**config.mk**
```make
export PLATFORM = sky130hd
export DESIGN_NAME = mni_cmd_regs_flat
export DESIGN_NICKNAME = d
export VERILOG_FILES = /design/src/rtl/mni_cmd_regs_if.sv /design/src/rtl/mni_cmd_regs.sv /design/src/flat_wrapper.sv
export SDC_FILE = /design/constraint.sdc
export NUM_CORES = 1
export LEC_CHECK = 0
export ABC_AREA = 1
export CORE_ASPECT_RATIO = 1.75
export CORE_UTILIZATION = 63
export CTS_BUF_LIST = sky130_fd_sc_hd__clkbuf_16
export CTS_CLUSTER_SIZE = 16
export DETAILED_ROUTE_END_ITERATION = 12
export DONT_BUFFER_PORTS = 1
export PLACE_DENSITY = 0.78
export RECOVER_POWER = 25
export SYNTH_ARGS = -nofsm -noshare
export SYNTH_HDL_FRONTEND = slang
export SYNTH_SLANG_ARGS = --single-unit
```
**constraint.sdc**
```tcl
create_clock -name clk_ni -period 3.4 [get_ports clk_ni]
set_clock_uncertainty 0.15 [all_clocks]
set_input_delay 0.68 -clock clk_ni [delete_from_list [all_inputs] [get_ports clk_ni]]
set_output_delay 0.68 -clock clk_ni [all_outputs]
set_load 0.01 [all_outputs]
```
**src/rtl/mni_cmd_regs_if.sv**
```systemverilog
// Host register bus and DMA op handshake of the NI command block.
// Host side drives i_* strobes, block drives o_* results.
interface mni_cmd_regs_if #(
  parameter int CH_BITS = 2,
  parameter int WD_BITS = 3
);
  logic               i_reg_write;
  logic               i_reg_sel_status;
  logic [CH_BITS-1:0] i_reg_ch;
  logic [WD_BITS-1:0] i_reg_wd;
  logic [1:0]         i_reg_ben;
  logic [15:0]        i_reg_wdata;
  logic [15:0]        o_rd_data;
  logic               o_op_valid;
  logic [CH_BITS-1:0] o_op_ch;
  logic               i_op_ready;
  logic               i_op_done;
  logic [CH_BITS-1:0] i_op_done_ch;

  modport master (
    output i_reg_write, i_reg_sel_status, i_reg_ch,
    output i_reg_wd, i_reg_ben, i_reg_wdata,
    output i_op_ready, i_op_done, i_op_done_ch,
    input  o_rd_data, o_op_valid, o_op_ch
  );

  modport slave (
    input  i_reg_write, i_reg_sel_status, i_reg_ch,
    input  i_reg_wd, i_reg_ben, i_reg_wdata,
    input  i_op_ready, i_op_done, i_op_done_ch,
    output o_rd_data, o_op_valid, o_op_ch
  );
endinterface

```
**src/rtl/mni_cmd_regs.sv**
```systemverilog
// Per-channel command registers, doorbell queue and drop counter.
// Ports: clk_ni, rst_ni (sync, active-high), bus (slave modport).
module mni_cmd_regs #(
  parameter int CH_BITS = 2,
  parameter int WD_BITS = 3,
  parameter int Q_BITS  = 2
) (
  input  logic          clk_ni,
  input  logic          rst_ni,
  mni_cmd_regs_if.slave bus
);
  localparam int NCH = 1 << CH_BITS;
  localparam int NW  = 1 << WD_BITS;
  localparam int QD  = 1 << Q_BITS;
  localparam int AW  = CH_BITS + WD_BITS;

  typedef enum logic [1:0] {
    IDLE   = 2'd0,
    QUEUED = 2'd1,
    ACTIVE = 2'd2
  } ch_st_e;

  ch_st_e             st_q [NCH];
  ch_st_e             st_d [NCH];
  logic [15:0]        mem  [NCH*NW];
  logic [CH_BITS-1:0] fifo [QD];
  logic [Q_BITS-1:0]  rd_ptr;
  logic [Q_BITS-1:0]  wr_ptr;
  logic [Q_BITS:0]    cnt;
  logic [7:0]         drop_cnt;

  logic [AW-1:0] addr;
  logic          ch_wr;
  logic          ch_idle;
  logic          wr_ok;
  logic          dbell;
  logic          full;
  logic          push;
  logic          pop;
  logic          drop;
  logic          clr;
  logic [15:0]   busy;
  logic [4:0]    occ;

  assign addr    = {bus.i_reg_ch, bus.i_reg_wd};
  assign ch_wr   = bus.i_reg_write & ~bus.i_reg_sel_status & ~rst_ni;
  assign ch_idle = st_q[bus.i_reg_ch] == IDLE;
  assign wr_ok   = ch_wr & ch_idle;
  assign dbell   = wr_ok & (bus.i_reg_wd == '0) & bus.i_reg_ben[0];
  assign full    = cnt == (Q_BITS+1)'(QD);
  assign push    = dbell & ~full;
  assign pop     = bus.o_op_valid & bus.i_op_ready;
  // A doorbell that finds the queue full still writes RAM but is counted.
  assign drop    = ch_wr & (~ch_idle | (dbell & full));
  assign clr     = bus.i_reg_write & bus.i_reg_sel_status
                 & bus.i_reg_ben[0] & ~rst_ni;

  assign bus.o_op_valid = cnt != '0;
  assign bus.o_op_ch    = bus.o_op_valid ? fifo[rd_ptr] : '0;

  always_ff @(posedge clk_ni) begin
    if (wr_ok) begin
      if (bus.i_reg_ben[0]) mem[addr][7:0]  <= bus.i_reg_wdata[7:0];
      if (bus.i_reg_ben[1]) mem[addr][15:8] <= bus.i_reg_wdata[15:8];
    end
    if (push) fifo[wr_ptr] <= bus.i_reg_ch;
  end

  always_ff @(posedge clk_ni) begin
    if (rst_ni) begin
      for (int c = 0; c < NCH; c++) st_q[c] <= IDLE;
      rd_ptr   <= '0;
      wr_ptr   <= '0;
      cnt      <= '0;
      drop_cnt <= '0;
    end else begin
      for (int c = 0; c < NCH; c++) st_q[c] <= st_d[c];
      if (push) wr_ptr <= wr_ptr + 1'b1;
      if (pop)  rd_ptr <= rd_ptr + 1'b1;
      if (push && !pop)      cnt <= cnt + 1'b1;
      else if (pop && !push) cnt <= cnt - 1'b1;
      if (clr)                       drop_cnt <= '0;
      else if (drop && drop_cnt != 8'hff) drop_cnt <= drop_cnt + 1'b1;
    end
  end

  // Push needs IDLE, pop needs QUEUED, done needs ACTIVE: never overlap.
  always_comb begin
    for (int c = 0; c < NCH; c++) begin
      st_d[c] = st_q[c];
      if (push && bus.i_reg_ch == CH_BITS'(c))
        st_d[c] = QUEUED;
      if (pop && bus.o_op_ch == CH_BITS'(c))
        st_d[c] = ACTIVE;
      if (bus.i_op_done && bus.i_op_done_ch == CH_BITS'(c)
          && st_q[c] == ACTIVE)
        st_d[c] = IDLE;
    end
  end

  always_comb begin
    busy = '0;
    for (int c = 0; c < NCH; c++) busy[c] = st_q[c] != IDLE;
    occ = 5'(cnt);
    if (bus.i_reg_sel_status)
      bus.o_rd_data = bus.i_reg_wd[0] ? {drop_cnt, 3'b000, occ} : busy;
    else
      bus.o_rd_data = mem[addr];
  end
endmodule
```
**src/flat_wrapper.sv**
```systemverilog
// flat-port wrapper written by rule: the top's interface ports become plain ports
module mni_cmd_regs_flat 
#(
  parameter int CH_BITS = 2,
  parameter int WD_BITS = 3,
  parameter int Q_BITS  = 2
)
  (clk_ni, rst_ni, bus_i_reg_write, bus_i_reg_sel_status, bus_i_reg_ch, bus_i_reg_wd, bus_i_reg_ben, bus_i_reg_wdata, bus_i_op_ready, bus_i_op_done, bus_i_op_done_ch, bus_o_rd_data, bus_o_op_valid, bus_o_op_ch);
  mni_cmd_regs_if #(.CH_BITS(CH_BITS), .WD_BITS(WD_BITS)) bus_i ();
  input  logic clk_ni;
  input  logic rst_ni;
  input wire logic [$bits(bus_i.i_reg_write)-1:0] bus_i_reg_write;
  input wire logic [$bits(bus_i.i_reg_sel_status)-1:0] bus_i_reg_sel_status;
  input wire logic [$bits(bus_i.i_reg_ch)-1:0] bus_i_reg_ch;
  input wire logic [$bits(bus_i.i_reg_wd)-1:0] bus_i_reg_wd;
  input wire logic [$bits(bus_i.i_reg_ben)-1:0] bus_i_reg_ben;
  input wire logic [$bits(bus_i.i_reg_wdata)-1:0] bus_i_reg_wdata;
  input wire logic [$bits(bus_i.i_op_ready)-1:0] bus_i_op_ready;
  input wire logic [$bits(bus_i.i_op_done)-1:0] bus_i_op_done;
  input wire logic [$bits(bus_i.i_op_done_ch)-1:0] bus_i_op_done_ch;
  output wire logic [$bits(bus_i.o_rd_data)-1:0] bus_o_rd_data;
  output wire logic [$bits(bus_i.o_op_valid)-1:0] bus_o_op_valid;
  output wire logic [$bits(bus_i.o_op_ch)-1:0] bus_o_op_ch;
  assign bus_i.i_reg_write = bus_i_reg_write;
  assign bus_i.i_reg_sel_status = bus_i_reg_sel_status;
  assign bus_i.i_reg_ch = bus_i_reg_ch;
  assign bus_i.i_reg_wd = bus_i_reg_wd;
  assign bus_i.i_reg_ben = bus_i_reg_ben;
  assign bus_i.i_reg_wdata = bus_i_reg_wdata;
  assign bus_i.i_op_ready = bus_i_op_ready;
  assign bus_i.i_op_done = bus_i_op_done;
  assign bus_i.i_op_done_ch = bus_i_op_done_ch;
  assign bus_o_rd_data = bus_i.o_rd_data;
  assign bus_o_op_valid = bus_i.o_op_valid;
  assign bus_o_op_ch = bus_i.o_op_ch;
  mni_cmd_regs #(.CH_BITS(CH_BITS), .WD_BITS(WD_BITS), .Q_BITS(Q_BITS)) u_core (.clk_ni(clk_ni), .rst_ni(rst_ni), .bus(bus_i));
endmodule
```
==> results of run 1 <==
==> stage by stage <==
stage,utilization,hold WS (ns),total power (uW),cells,area (um^2)
finish,0.715,0.0308,13400,2166,24200
global route,0.715,0.0244,13700,2166,24200
CTS,0.715,0.0196,13400,2166,24200
detailed placement,0.672,0.327,8360,2082,22700
global placement,0.672,0.299,8340,2082,22700
floorplan,-,0.286,8150,1622,21700
==> layout make-up <==
cell class	instances	share of cell area
well taps	455	0.0235
multi-input cells	913	0.204
clock buffers	47	0.0486
repair buffers	113	0.0387
clock inverters	37	0.0113
inverters	56	0.00879
flip-flops and latches	545	0.666
==> per-layer routing <==
layer,up-vias,wire (um),GRT usage,share of wire
li1,6286,-,-,-
met1,7090,18100,0.368,0.31
met2,957,29600,0.588,0.51
met3,261,5280,0.0631,0.091
met4,0,5010,0.264,0.086
met5,-,0,0,0
==> worst max path at each step <==
stage,from,to,depth (start not counted)
final,bus_i_reg_wd[1],bus_o_rd_data[3],9
after CTS,bus_i_reg_wd[1],bus_o_rd_data[3],11
after global placement,bus_i_reg_wd[1],bus_o_rd_data[3],11
after floorplan,bus_i_reg_wd[0],u_core.mem[10][0]$_DFFE_PP_,7
after detailed placement,bus_i_reg_wd[1],bus_o_rd_data[3],11
after global routing,bus_i_reg_wd[1],bus_o_rd_data[1],11
==> cell families after synthesis <==
family                   Yosys count
adder cells (fa/ha/maj)            7
buffers and inverters            164
XOR/XNOR                           4
AND/OR/NAND/NOR                  659
AO/OA/AOI/OAI                    243
flip-flops                       545
==> repair_timing <==
| action | CTS | global route |
|---|---|---|
| resized for setup | 0 | 3 |
| hold buffers | 0 | 0 |
| setup endpoints to repair | 0 | 3 |
| setup buffers | 0 | 0 |
==> critical path, stage by stage <==
cell and delay, ns:
nor2_4 0.28, buf_12 0.26, buf_4 0.25, a22oi_1 0.12, a31oi_1 0.38, nor3_1 0.18
nand2_1 0.11, nand2_1 0.05, nand2_1 0.13
==> state kept, by name, summed over array words and instances (netlist names), named ones only <==
| register | flops |
|---|---|
| u_core.st_q | 8 |
| u_core.rd_ptr | 2 |
| u_core.cnt | 3 |
| u_core.fifo | 8 |
| u_core.wr_ptr | 2 |
| u_core.mem | 512 |
| u_core.drop_cnt | 8 |
==> power groups by stage <==
stage	clock, uW	sequential (uW)	combinational (uW)
6_report	5140	7440	802
5_1_grt	5370	7440	858
4_1_cts	5130	7440	781
3_5_place_dp	0	7590	777
3_3_place_gp	0	7580	754
2_1_floorplan	0	7580	578
==> cells in the final DEF, fill, tap and decap left out, types with 6 or more instances in the layout <==
master | netlist | routed
edfxtp_1 | 520 | 520
nand3_1 | 328 | 328
nand2_1 | 160 | 160
a22oi_1 | 128 | 126
buf_4 | 3 | 106
nor3_1 | 91 | 90
a31oi_1 | 72 | 72
inv_1 | 42 | 51
nor2_1 | 48 | 48
clkbuf_16 | 0 | 47
dfxtp_1 | 25 | 25
a21oi_1 | 21 | 21
o21ai_0 | 14 | 14
inv_2 | 13 | 12
clkinv_1 | 1 | 12
clkinv_2 | 0 | 9
buf_12 | 0 | 7
nor2_4 | 4 | 6
ha_1 | 6 | 6
==> results_dict.tcl, run 1 <==
set metrics [dict create \
    final_nets 1713 \
    antenna_found_initial 0 \
    cts_inserted_buffers 46 \
    synth_top_cells_by_count "edfxtp_1 (520), nand3_1 (328), nand2_1 (160)" \
    grt_overflow 0 \
    syn_area_per_cell_um2 13.4 \
    muxShareOfSynthArea 0 \
    holdPathStages 1 \
    p_per_area_nw_per_um2 553 \
    dp_slack_ns 0.0580 \
    synth-seq-cells 545 \
    clock_path_buffers 3 \
    fin_crit_sh 1.02 \
    first_pass_iters 8 \
    ys_seq_area_frac 0.742 \
    synth_most_common_cell "edfxtp_1" \
    num_vias 14600 \
    viasPerCell 6.74 \
    status "complete, but fails checks" \
    netSwitchingFraction 0.220 \
    synth_top_family_by_area "simple AND/OR/NAND/NOR gates" \
    cts.sink_count 545 \
    io_pins 50 \
    slew_headroom 0.447 \
    die_w_um 142 \
    filler_cell_count 2178 \
    p_leak_uw 0.00802 \
    synth_top_area_frac 0.719 \
    syn_to_final_growth_pct 11.5 \
    cap_violations 0 \
    clkSlewWorstSetupHoldPaths_ns 0.07 \
    antenna_cells 0 \
    initial_utilization 0.641 \
    ys_warn_count 0 \
    hold_viol 0 \
    syn_area_um2 21700 \
    cp_max_fo 260 \
    p_switching_uw 2940 \
    grt_pass1_wl_um 85400 \
    synth-edff-count 520 \
    yosys.area_share.simple 0.144 \
    ff2ff_path_depth 15 \
    h-tree-depth 2 \
    setup_ws_ns -0.0674 \
    start_kind "input pin" \
    power_frac_comb 0.060 \
    slew_viol_final 0 \
    min_to "u_core.cnt[0]$_SDFFE_PP0P_" \
    synth_compound_area_frac 0.0761 \
    synth_largest_area_cell "edfxtp_1" \
    rows 89 \
    timing.rr.start "u_core.st_q[2][0]$_SDFFE_PP0P_" \
    p_seq_frac 0.556 \
    cts-root-buf "clkbuf_16" \
    violations "setup timing" \
    r2r_slack_ns 0.61 \
    fin_crit_ns 3.47 \
    yosysUniqueCellTypes 37 \
    first_global_vias 14300 \
    critical_path_class "in2out" \
    route.detailed.drc 0 \
    hold_path.startpoint "rst_ni" \
    drt_iter0_drc 1969 \
    die_area_um2 35200 \
    end_kind "output pin" \
    finalSetupViolCount 4 \
    synthesis.nets 1660 \
    port_buffers 0 \
    cts_tree "done" \
    r2r_end "u_core.cnt[2]$_SDFFE_PP0P_" \
    grt_max_degree 261 \
    gp_congestion 0.926 \
    multi_input_area_um2 4930 \
    worstPathArrival_ns 2.64 \
    fin_tns_setup_ns -0.165 \
    routed_wirelength_um 58000 \
    max_freq_mhz 288 \
    wire_per_inst_um 26.8 \
    irDropWorstVdd_uv 461 \
    clkPwrFrac 0.384 \
    ys_async_sr_fraction 0 \
    min_path_type "in2reg" \
    yosys.area_share.xor_xnor 0.00161 \
    synth.area.top_cells "edfxtp_1 (72%), nand3_1 (7.6%), a22oi_1 (4.4%)" \
    insertion_delay_ns 0.58 \
    core_area_um2 33900 \
    rsz0062_at_grt "no" \
    synthCells 1622 \
    dieHeight_um 248 \
    drive_gt1_frac 0.129 \
    dp_hpwl_um 36900 \
    critPathRequiredTime_ns 2.57 \
    worst_pin_slew_ns 0.826 \
    intPower_uw 10400 \
    synth_ff_type "edfxtp_1" \
    grt_usage 0.340 \
    synthAdderAreaFrac 0.00438 \
    regArea_um2 16100 \
    ant_nets 0 \
]
Power figures use the tool's default switching activity.
==> run 2, diff against run 1 <==
Settings changed: CORE_UTILIZATION 63 to 60, PLACE_DENSITY 0.78 to 0.75.
==> results_dict.tcl, run 2 (synthesized netlist as in run 1, its figures left out) <==
set metrics [dict create \
    status "complete, but fails checks" \
    violations "setup timing" \
    cp-startpoint "bus_i_reg_wd[1]" \
    antenna_found_initial 0 \
    slew_headroom 0.565 \
    cts_tree "done" \
    hold_path.startpoint "rst_ni" \
    cap_violations 0 \
    fin_crit_ns 3.49 \
    p_per_area_nw_per_um2 551 \
    first_pass_iters 6 \
    holdPathStages 1 \
    routed_wirelength_um 57200 \
    final_common_cell "edfxtp_1" \
    die_area_um2 37000 \
    post_cts_buffers 0 \
    route.detailed.drc 0 \
    p_leak_uw 0.00810 \
    antenna_cells 0 \
    grt_usage 0.315 \
    clock_path_buffers 3 \
    syn_to_final_growth_pct 12.1 \
    largest_reg_flops 512 \
    core_area_um2 35400 \
    drt_iter0_drc 1918 \
    total_power_uw 13400 \
    die_w_um 146 \
    setup_ws_ns -0.0934 \
    gp_congestion 0.923 \
    viasPerCell 6.66 \
    irDropWorstVdd_uv 362 \
    timing.rr.start "u_core.st_q[1][1]$_SDFFE_PP0P_" \
    initial_utilization 0.613 \
    rows 91 \
    finalSetupViolCount 2 \
    hold_buffers 0 \
    grt_pass1_wl_um 85600 \
    min_to "u_core.cnt[0]$_SDFFE_PP0P_" \
    r2r_slack_ns 0.66 \
    wire_per_inst_um 26.1 \
    insertion_delay_ns 0.56 \
    port_buffers 0 \
    dp_slack_ns 0.135 \
    fin_tns_setup_ns -0.134 \
    dieHeight_um 254 \
    cts-root-buf "clkbuf_16" \
    cts.sink_count 545 \
    fin_cells 2193 \
    post-route-cell-area_um2 24300 \
    drive_gt1_frac 0.135 \
    h-tree-depth 2 \
    worst_pin_slew_ns 0.651 \
    max_freq_mhz 286 \
    critPathRequiredTime_ns 2.57 \
    slew_viol_final 0 \
    start_kind "input pin" \
    hold_viol 0 \
    grt_overflow 0 \
    cts_inserted_buffers 46 \
    placed_area_um2 22900 \
    critical_path_class "in2out" \
    worstPathArrival_ns 2.66 \
    clkSlewWorstSetupHoldPaths_ns 0.07 \
    num_vias 14600 \
    regMostFlops "u_core.mem" \
    dp_hpwl_um 36300 \
    postCtsResizedCells 0 \
    ant_nets 0 \
    end_kind "output pin" \
    ff2ff_path_depth 15 \
    final_nets 1728 \
    min_path_type "in2reg" \
    fin_crit_sh 1.03 \
    cp_max_fo 260 \
    io_pins 50 \
    place_inst 2107 \
    first_global_vias 14300 \
    rsz0062_at_grt "no" \
    r2r_end "u_core.cnt[2]$_SDFFE_PP0P_" \
    final_cell_mix "edfxtp_1 (520), nand3_1 (328), nand2_1 (160)" \
    grt_max_degree 261 \
]
-- run 2: cell count changes in the layout (fill, tap and decap cells not counted), sizes merged --
cell      before  now
clkinvlp       1    3
clkbuf        47   49
buf          113  128
clkinv        23   22
bufinv         4    3
-- run 2: layer usage --
layer | up-vias | global-route usage | share of wire
met2 | 878 | 0.557 | 0.52
met1 | 7204 | 0.349 | 0.33
met4 | 0 | 0.228 | 0.076
met5 | - | 0 | 0
met3 | 200 | 0.0434 | 0.075
li1 | 6315 | - | -
-- run 2: report_power, final --
group | internal (uW) | total (uW) | switching, uW
Sequential | 7390 | 7440 | 48.7
Clock | 2830 | 5170 | 2340
Combinational | 245 | 792 | 548
-- run 2: worst max-delay path: stages --
cell and delay (ns):
nor2_4 0.23, buf_4 0.22, buf_4 0.23, a22oi_1 0.13, a31oi_1 0.42, nor3_1 0.10
buf_4 0.15, a21oi_1 0.18, buf_4 0.15
-- run 2: area by class of cell --
class / instances / area [um^2]
well taps: 465 / 582
flip-flops and latches: 545 / 16100
multi-input cells: 913 / 4910
clock inverters: 37 / 245
inverters: 56 / 213
fillers: 2353 / 11100
clock buffers: 49 / 1230
repair buffers: 128 / 1050
-- run 2: how the worst max path moves through the flow --
stage | to | slack (ns) | cells past startpoint
after floorplan | u_core.mem[10][0]$_DFFE_PP_ | 0.60 | 7
after global placement | bus_o_rd_data[5] | 0.15 | 9
after detailed placement | bus_o_rd_data[5] | 0.14 | 9
after CTS | bus_o_rd_data[5] | 0.13 | 9
after global routing | bus_o_rd_data[5] | 0.05 | 9
final | bus_o_rd_data[5] | -0.09 | 9
-- run 2: per-stage QoR --
step	hold WS [ns]	util
detailed placement	0.312	0.646
finish	0.0284	0.687
global route	0.0115	0.687
global placement	0.298	0.646
CTS	0.0138	0.687
floorplan	0.286	-
==> variant 1, RTL diff (config.mk and constraints of run 2) <==
`Q_BITS` is set to 2 in 2 places; all go to 1.
--- a/src/rtl/mni_cmd_regs.sv
+++ b/src/rtl/mni_cmd_regs.sv
@@ -3,7 +3,7 @@
 module mni_cmd_regs #(
   parameter int CH_BITS = 2,
   parameter int WD_BITS = 3,
-  parameter int Q_BITS  = 2
+  parameter int Q_BITS  = 1
 ) (
   input  logic          clk_ni,
   input  logic          rst_ni,
--- a/src/flat_wrapper.sv
+++ b/src/flat_wrapper.sv
@@ -3,7 +3,7 @@
 #(
   parameter int CH_BITS = 2,
   parameter int WD_BITS = 3,
-  parameter int Q_BITS  = 2
+  parameter int Q_BITS  = 1
 )
   (clk_ni, rst_ni, bus_i_reg_write, bus_i_reg_sel_status, bus_i_reg_ch, bus_i_reg_wd, bus_i_reg_ben, bus_i_reg_wdata, bus_i_op_ready, bus_i_op_done, bus_i_op_done_ch, bus_o_rd_data, bus_o_op_valid, bus_o_op_ch);
   mni_cmd_regs_if #(.CH_BITS(CH_BITS), .WD_BITS(WD_BITS)) bus_i ();
Function: not settled (the Yosys comparison gave no result); the edit may change what the design does.
==> variant 1 against run 2 <==
The run still ends with negative setup slack left; final area fell by 2.5%; total power shrank 5.0%; first-iteration DRC count is 21% lower; wire length down 1.2%; combinational power shrank 28%; die area decreased by 1.8%; global-route usage increased by 0.38 points; non-clock buffer count is 15 lower; synthesized area is 1.8% lower; sequential cell count is 8 lower; sequential share of layout area up 0.87 points; sequential power down 2%; synthesized cell count decreased by 2.3%; worst setup slack got worse by 0.0091 ns; largest power group unchanged; highest routed layer unchanged.
==> variant 1: results (changes against run 2) <==
stage,metric,value,unit,change
clock_network,clk slew on worst S/H paths,0.07,ns,about the same
drt,iteration-0 DRC count of the detailed router,1512,,"was 1,918"
timing,Setup Viol. Count Final,1,,was 2
synthesis,syn nets,1618,,"was 1,660"
synthesis,Post-synth ARST share,0,%,unchanged
clock_network,clock root cell,clkbuf_16,,unchanged
run_status,status,finished with violations,,unchanged
global_route,initial antenna violation count,0,,unchanged
synthesis,area of the mapped netlist,21320,um^2,"was 21,710 um^2"
critical_path,CP max-delay cell,a31oi_1,,unchanged
clock_network,post-CTS resize count,0,,unchanged
drt,routed vias,14140,,"was 14,600"
timing,max-slew violations,0,,unchanged
global_route,largest net degree at the start of global routing,261,,unchanged
drt,drt pass-1 iters,6,,unchanged
synthesis,synth warn,0,,unchanged
clock_network,Inserted Clock Buffers,44,,was 46
clock_network,latest clock arrival within the worst-skew pair,0.55,ns,
critical_path,worst path arrival time,2.67,ns,was 2.66 ns
critical_path,nature of the critical path endpoint,output pin,,unchanged
placement,Placer Congestion,0.9428,,was 0.9231
run_status,failing checks,negative setup slack,,unchanged
clock_network,maximum clock path buffer count,3,,unchanged
synthesis,number of flops mapped to enable cells by yosys,516,,was 520
synthesis,ys flop type,edfxtp_1,,unchanged
timing,worst-margin pin slew,0.7976,ns,was 0.6511 ns
clock_network,Setup Buffers After CTS,0,,unchanged
timing,PnR worst setup slack,-0.1024,ns,was -0.09339 ns
cells_and_area,# diodes,0,,unchanged
global_route,gr usage total,31.91,%,was 31.53%
placement,pre-CTS WS,0.03157,ns,was 0.1354 ns
synthesis,synth top area cells,"edfxtp_1 73%, nand3_1 7.6%, a22oi_1 4.5%",,"was edfxtp_1 72%, nand3_1 7.6%, a22oi_1 4.4%"
cells_and_area,Largest regs,"u_core.mem: 512 flops, u_core.drop_cnt: 8 flops, u_core.st_q: 8 flops",,
cells_and_area,Nets,1668,,"was 1,728"
cells_and_area,layout cell share with drive strength beyond 1,12.76,%,was 13.48%
synthesis,Unique masters post-synth,35,,was 37
critical_path,slowest cell delay on critical path,0.59,ns,was 0.42 ns
synthesis,sequential share of the synthesized area,74.64,%,was 74.23%
drt,WL final,56530,um,"was 57,190 um"
critical_path,"CP delay by family, top",simple AND/OR/NAND/NOR gates,,was buffers and inverters
worst_hold_path,worst min path class,input pin to flop,,unchanged
global_route,first-pass GRT wire length,83280,um,"was 85,600 um"
synthesis,"top cells by count, synth","516 x edfxtp_1, 323 x nand3_1, 155 x nand2_1, 128 x a22oi_1, 93 x nor3_1",,"was 520 x edfxtp_1, 328 x nand3_1, 160 x nand2_1, 128 x a22oi_1, 91 x nor3_1"
power,VDD IR max,0.3346,mV,was 0.3617 mV
power,leakage,7.798,nW,was 8.101 nW
placement,post-DP HPWL,35220,um,"was 36,300 um"
critical_path,"Max FO, Critical Path",260,,unchanged
clock_network,H-tree levels,2,,unchanged
placement,number of port buffers,0,,unchanged
[variant 1: cell types whose count changed after synthesis, sizes merged, moves of 3 or more]
cell    change
o21ai       -4
ha          -4
buf         +4
dfxtp       -4
nand2       -6
edfxtp      -4
nand3       -6
clkbuf      -3
inv        -13
[variant 1: power breakdown]
| part | internal (W) | switching (W) | total [W] |
|---|---|---|---|
| clock network | 0.00263 | 0.00227 | 0.00490 |
| registers | 0.00725 | 0.0000107 | 0.00726 |
| logic | 0.000176 | 0.000396 | 0.000573 |
| total | 0.0101 | 0.00267 | 0.0127 |
[variant 1: final timing paths]
path	from	endpoint	slack (ns)	cells after the start
setup / recovery	bus_i_reg_wd[1]	bus_o_rd_data[15]	-0.10	8
hold / removal	bus_i_reg_wdata[15]	u_core.mem[10][15]	0.06	0
setup reg to reg	u_core.st_q[1][0]	u_core.mem[31][0]	0.91	8
hold reg to reg	u_core.rd_ptr	u_core.rd_ptr	0.32	1
[variant 1: routing by layer]
layer  vias to the layer above  GRT usage (%)  wire length, um  part of all wire (%)
met5                         -              0                0                     0
met2                       832          53.54            28700                    51
met3                       202          6.133             4837                   8.6
met1                      6947          35.17            18170                    32
li1                       6159              -                -                     -
met4                         0          24.78             4821                   8.5
[variant 1: through the flow]
step,hold slack [ns],std cells,setup TNS [ns],area [um^2],util [%]
4_1_cts,0.05039,2134,0,23700,67.58
5_1_grt,0.04640,2134,0,23730,67.66
3_3_place_gp,0.2903,2054,0,22340,63.71
3_5_place_dp,0.3073,2054,0,22340,63.71
6_report,0.05953,2134,-0.1024,23730,67.66
2_1_floorplan,0.2756,1585,0,21320,-
[variant 1: cell type report]
type                       instances  area, um^2
inverter                          44       167.7
timing repair buffer             113       923.4
tap                              465       581.8
multi-input combinational        895        4782
sequential                       537       15920
clock inverter                    35       232.7
fill                            2439       11340
clock buffer                      45        1126
[variant 1: cell families (layout without fill, tap and decap cells)]
group | Yosys count | count (layout) | synth area share [%]
buffers and inverters | 153 | 237 | 3.098
flip-flops | 537 | 537 | 74.64
AND/OR/NAND/NOR | 652 | 652 | 14.45
adder cells (fa/ha/maj) | 2 | 2 | 0.1173
AO/OA/AOI/OAI | 240 | 240 | 7.646
XOR/XNOR | 1 | 1 | 0.04108
==> variant 2, RTL diff (flow settings as in run 2) <==
Without the edit above. Reset style: asynchronous (`rst_ni`), changed in one clocked block.
--- a/src/rtl/mni_cmd_regs.sv
+++ b/src/rtl/mni_cmd_regs.sv
@@ -66,7 +66,7 @@
     if (push) fifo[wr_ptr] <= bus.i_reg_ch;
   end
 
-  always_ff @(posedge clk_ni) begin
+  always_ff @(posedge clk_ni or posedge rst_ni) begin
     if (rst_ni) begin
       for (int c = 0; c < NCH; c++) st_q[c] <= IDLE;
       rd_ptr   <= '0;
Formal check against the unedited RTL: not equivalent (Yosys sat finds a counterexample within 4 cycles, from zero or initial values and one cycle with rst_ni high; the reset may be asserted at any time).
==> variant 2 against run 2 <==
Maximum frequency increased by 16%; worst setup slack improved by 0.48 ns; sequential cell count decreased by 2; synthesized area decreased by 1.8%; wire length decreased by 11%; global-route usage decreased by 2.5 points; cell count decreased by 3.6%; total power decreased by 0.75%; count of clock-buffer cells in the layout decreased by 3; final area decreased by 2.2%; hold slack improved by 0.014 ns; register-to-register slack improved by 0.09 ns.
==> variant 2: results (changes against run 2) <==
stage,metric,value,unit,change
synthesis,syn nets,1582,,"was 1,660"
global_route,initial antenna violation count,0,,unchanged
cells_and_area,register with the most flip-flops,u_core.mem,,unchanged
cells_and_area,max reg flops,512,,unchanged
synthesis,number of flops mapped to enable cells by yosys,520,,unchanged
clock_network,latest clock arrival within the worst-skew pair,0.56,ns,about the same
critical_path,Reg2Reg Depth,13,,was 15
placement,number of port buffers,0,,unchanged
critical_path,"CP delay by family, top",simple AND/OR/NAND/NOR gates,,was buffers and inverters
worst_hold_path,worst min path class,input pin to async pin,,was input pin to flop
synthesis,ys flop type,edfxtp_1,,unchanged
clock_network,maximum clock path buffer count,3,,unchanged
global_route,largest net degree at the start of global routing,57,,was 261
global_route,gr usage total,29.06,%,was 31.53%
cells_and_area,# diodes,0,,unchanged
cells_and_area,layout cell share with drive strength beyond 1,11.15,%,was 13.48%
drt,vias per inst,6.204,,was 6.656
clock_network,Setup Buffers After CTS,0,,unchanged
placement,post-DP HPWL,32890,um,"was 36,300 um"
power,VDD IR max,0.5021,mV,was 0.3617 mV
clock_network,clk slew on worst S/H paths,0.07,ns,about the same
drt,WL final,50950,um,"was 57,190 um"
critical_path,slowest cell delay on critical path,0.26,ns,was 0.42 ns
clock_network,Inserted Clock Buffers,45,,was 46
critical_path,CP max-delay cell,buf_4,,was a31oi_1
synthesis,"top cells by count, synth","520 x edfxtp_1, 386 x nand2_1, 256 x a22oi_1, 66 x nor3_1, 65 x nor2_1",,"was 520 x edfxtp_1, 328 x nand3_1, 160 x nand2_1, 128 x a22oi_1, 91 x nor3_1"
clock_network,H-tree levels,2,,unchanged
cells_and_area,Filler Cells Inserted,2417,,"was 2,353"
drt,# DRC,0,,unchanged
synthesis,synth warn,0,,unchanged
synthesis,synth top area cells,"edfxtp_1 73%, a22oi_1 9.0%, nand2_1 6.8%",,"was edfxtp_1 72%, nand3_1 7.6%, a22oi_1 4.4%"
critical_path,worst path arrival time,2.18,ns,was 2.66 ns
drt,post-route ant nets,0,,unchanged
run_status,status,"finished, final reports clean",,was finished with violations
synthesis,Post-synth ARST share,4.236,%,was 0%
clock_network,clock root cell,clkbuf_16,,unchanged
placement,Placer Congestion,0.8862,,was 0.9231
power,leakage,8.538,nW,was 8.101 nW
clock_network,post-CTS resize count,0,,unchanged
cells_and_area,Nets,1655,,"was 1,728"
timing,slew margin rel.,40.25,%,was 56.49%
critical_path,"Max FO, Critical Path",43,,was 260
synthesis,sequential share of the synthesized area,75.98,%,was 74.23%
global_route,first-pass GRT wire length,76340,um,"was 85,600 um"
critical_path,R2R Setup Slk,0.75,ns,was 0.66 ns
placement,placed cell area,22440,um^2,"was 22,870 um^2"
drt,iteration-0 DRC count of the detailed router,1339,,"was 1,918"
synthesis,Unique masters post-synth,29,,was 37
drt,drt pass-1 iters,5,,was 6
variant 2: layout make-up:
cell class | count | area [um^2] | share of cell area, %
Inverter | 63 | 239.0 | 1.004
Sequential cell | 543 | 16190 | 68.02
Clock inverter | 34 | 211.5 | 0.8883
Clock buffer | 46 | 1151 | 4.836
Tap cell | 465 | 581.8 | 2.444
Timing Repair Buffer | 101 | 883.3 | 3.711
Multi-Input combinational cell | 863 | 4547 | 19.10
variant 2: kinds of logic after synthesis:
logic type | count (synthesis) | synth area share, %
AND/OR/NAND/NOR | 565 | 10.77
flip-flops | 543 | 75.98
AO/OA/AOI/OAI | 284 | 9.718
buffers and inverters | 138 | 2.789
adder cells (fa/ha/maj) | 7 | 0.4462
XOR/XNOR | 6 | 0.2466
multiplexers | 1 | 0.05284
variant 2: worst paths after layout:
path / startpoint / endpoint
setup / recovery: bus_i_reg_wd[0] / bus_o_rd_data[9]
hold / removal: rst_ni / u_core.drop_cnt[4]
setup reg to reg: u_core.st_q[6] / u_core.cnt[2]
hold reg to reg: u_core.rd_ptr[1] / u_core.rd_ptr[1]
max in group asynchronous: rst_ni / u_core.rd_ptr[0]
min in group clk_ni: bus_i_reg_wdata[5] / u_core.mem[18][5]
variant 2: report_power, final:
part           total, W  internal [W]  leakage [nW]  switching, W
combinational  0.000934      0.000306          2.88      0.000628
clock           0.00486       0.00260         0.695       0.00226
sequential      0.00751       0.00741          4.96     0.0000960
variant 2: metal layers:
layer  global-route usage, %  wire, um  vias up
li1                        -         -     5871
met1                   33.58     17820     6463
met2                   50.80     26730      624
met3                   3.162      3049      163
met4                   18.56      3345        0
met5                       0         0        -
variant 2: through the flow:
step / cells / utilization [%] / worst slack [ns] / power (W) / hold slack [ns]
floorplan: 1544 / - / 0.6663 / 0.008276 / 0.3340
global placement: 2035 / 63.99 / 0.4041 / 0.008549 / 0.3646
detailed placement: 2035 / 63.99 / 0.3446 / 0.008581 / 0.3693
CTS: 2115 / 67.88 / 0.4289 / 0.01333 / 0.03634
global route: 2115 / 67.88 / 0.3034 / 0.01368 / 0.04248
finish: 2115 / 67.88 / 0.3907 / 0.01330 / 0.04277
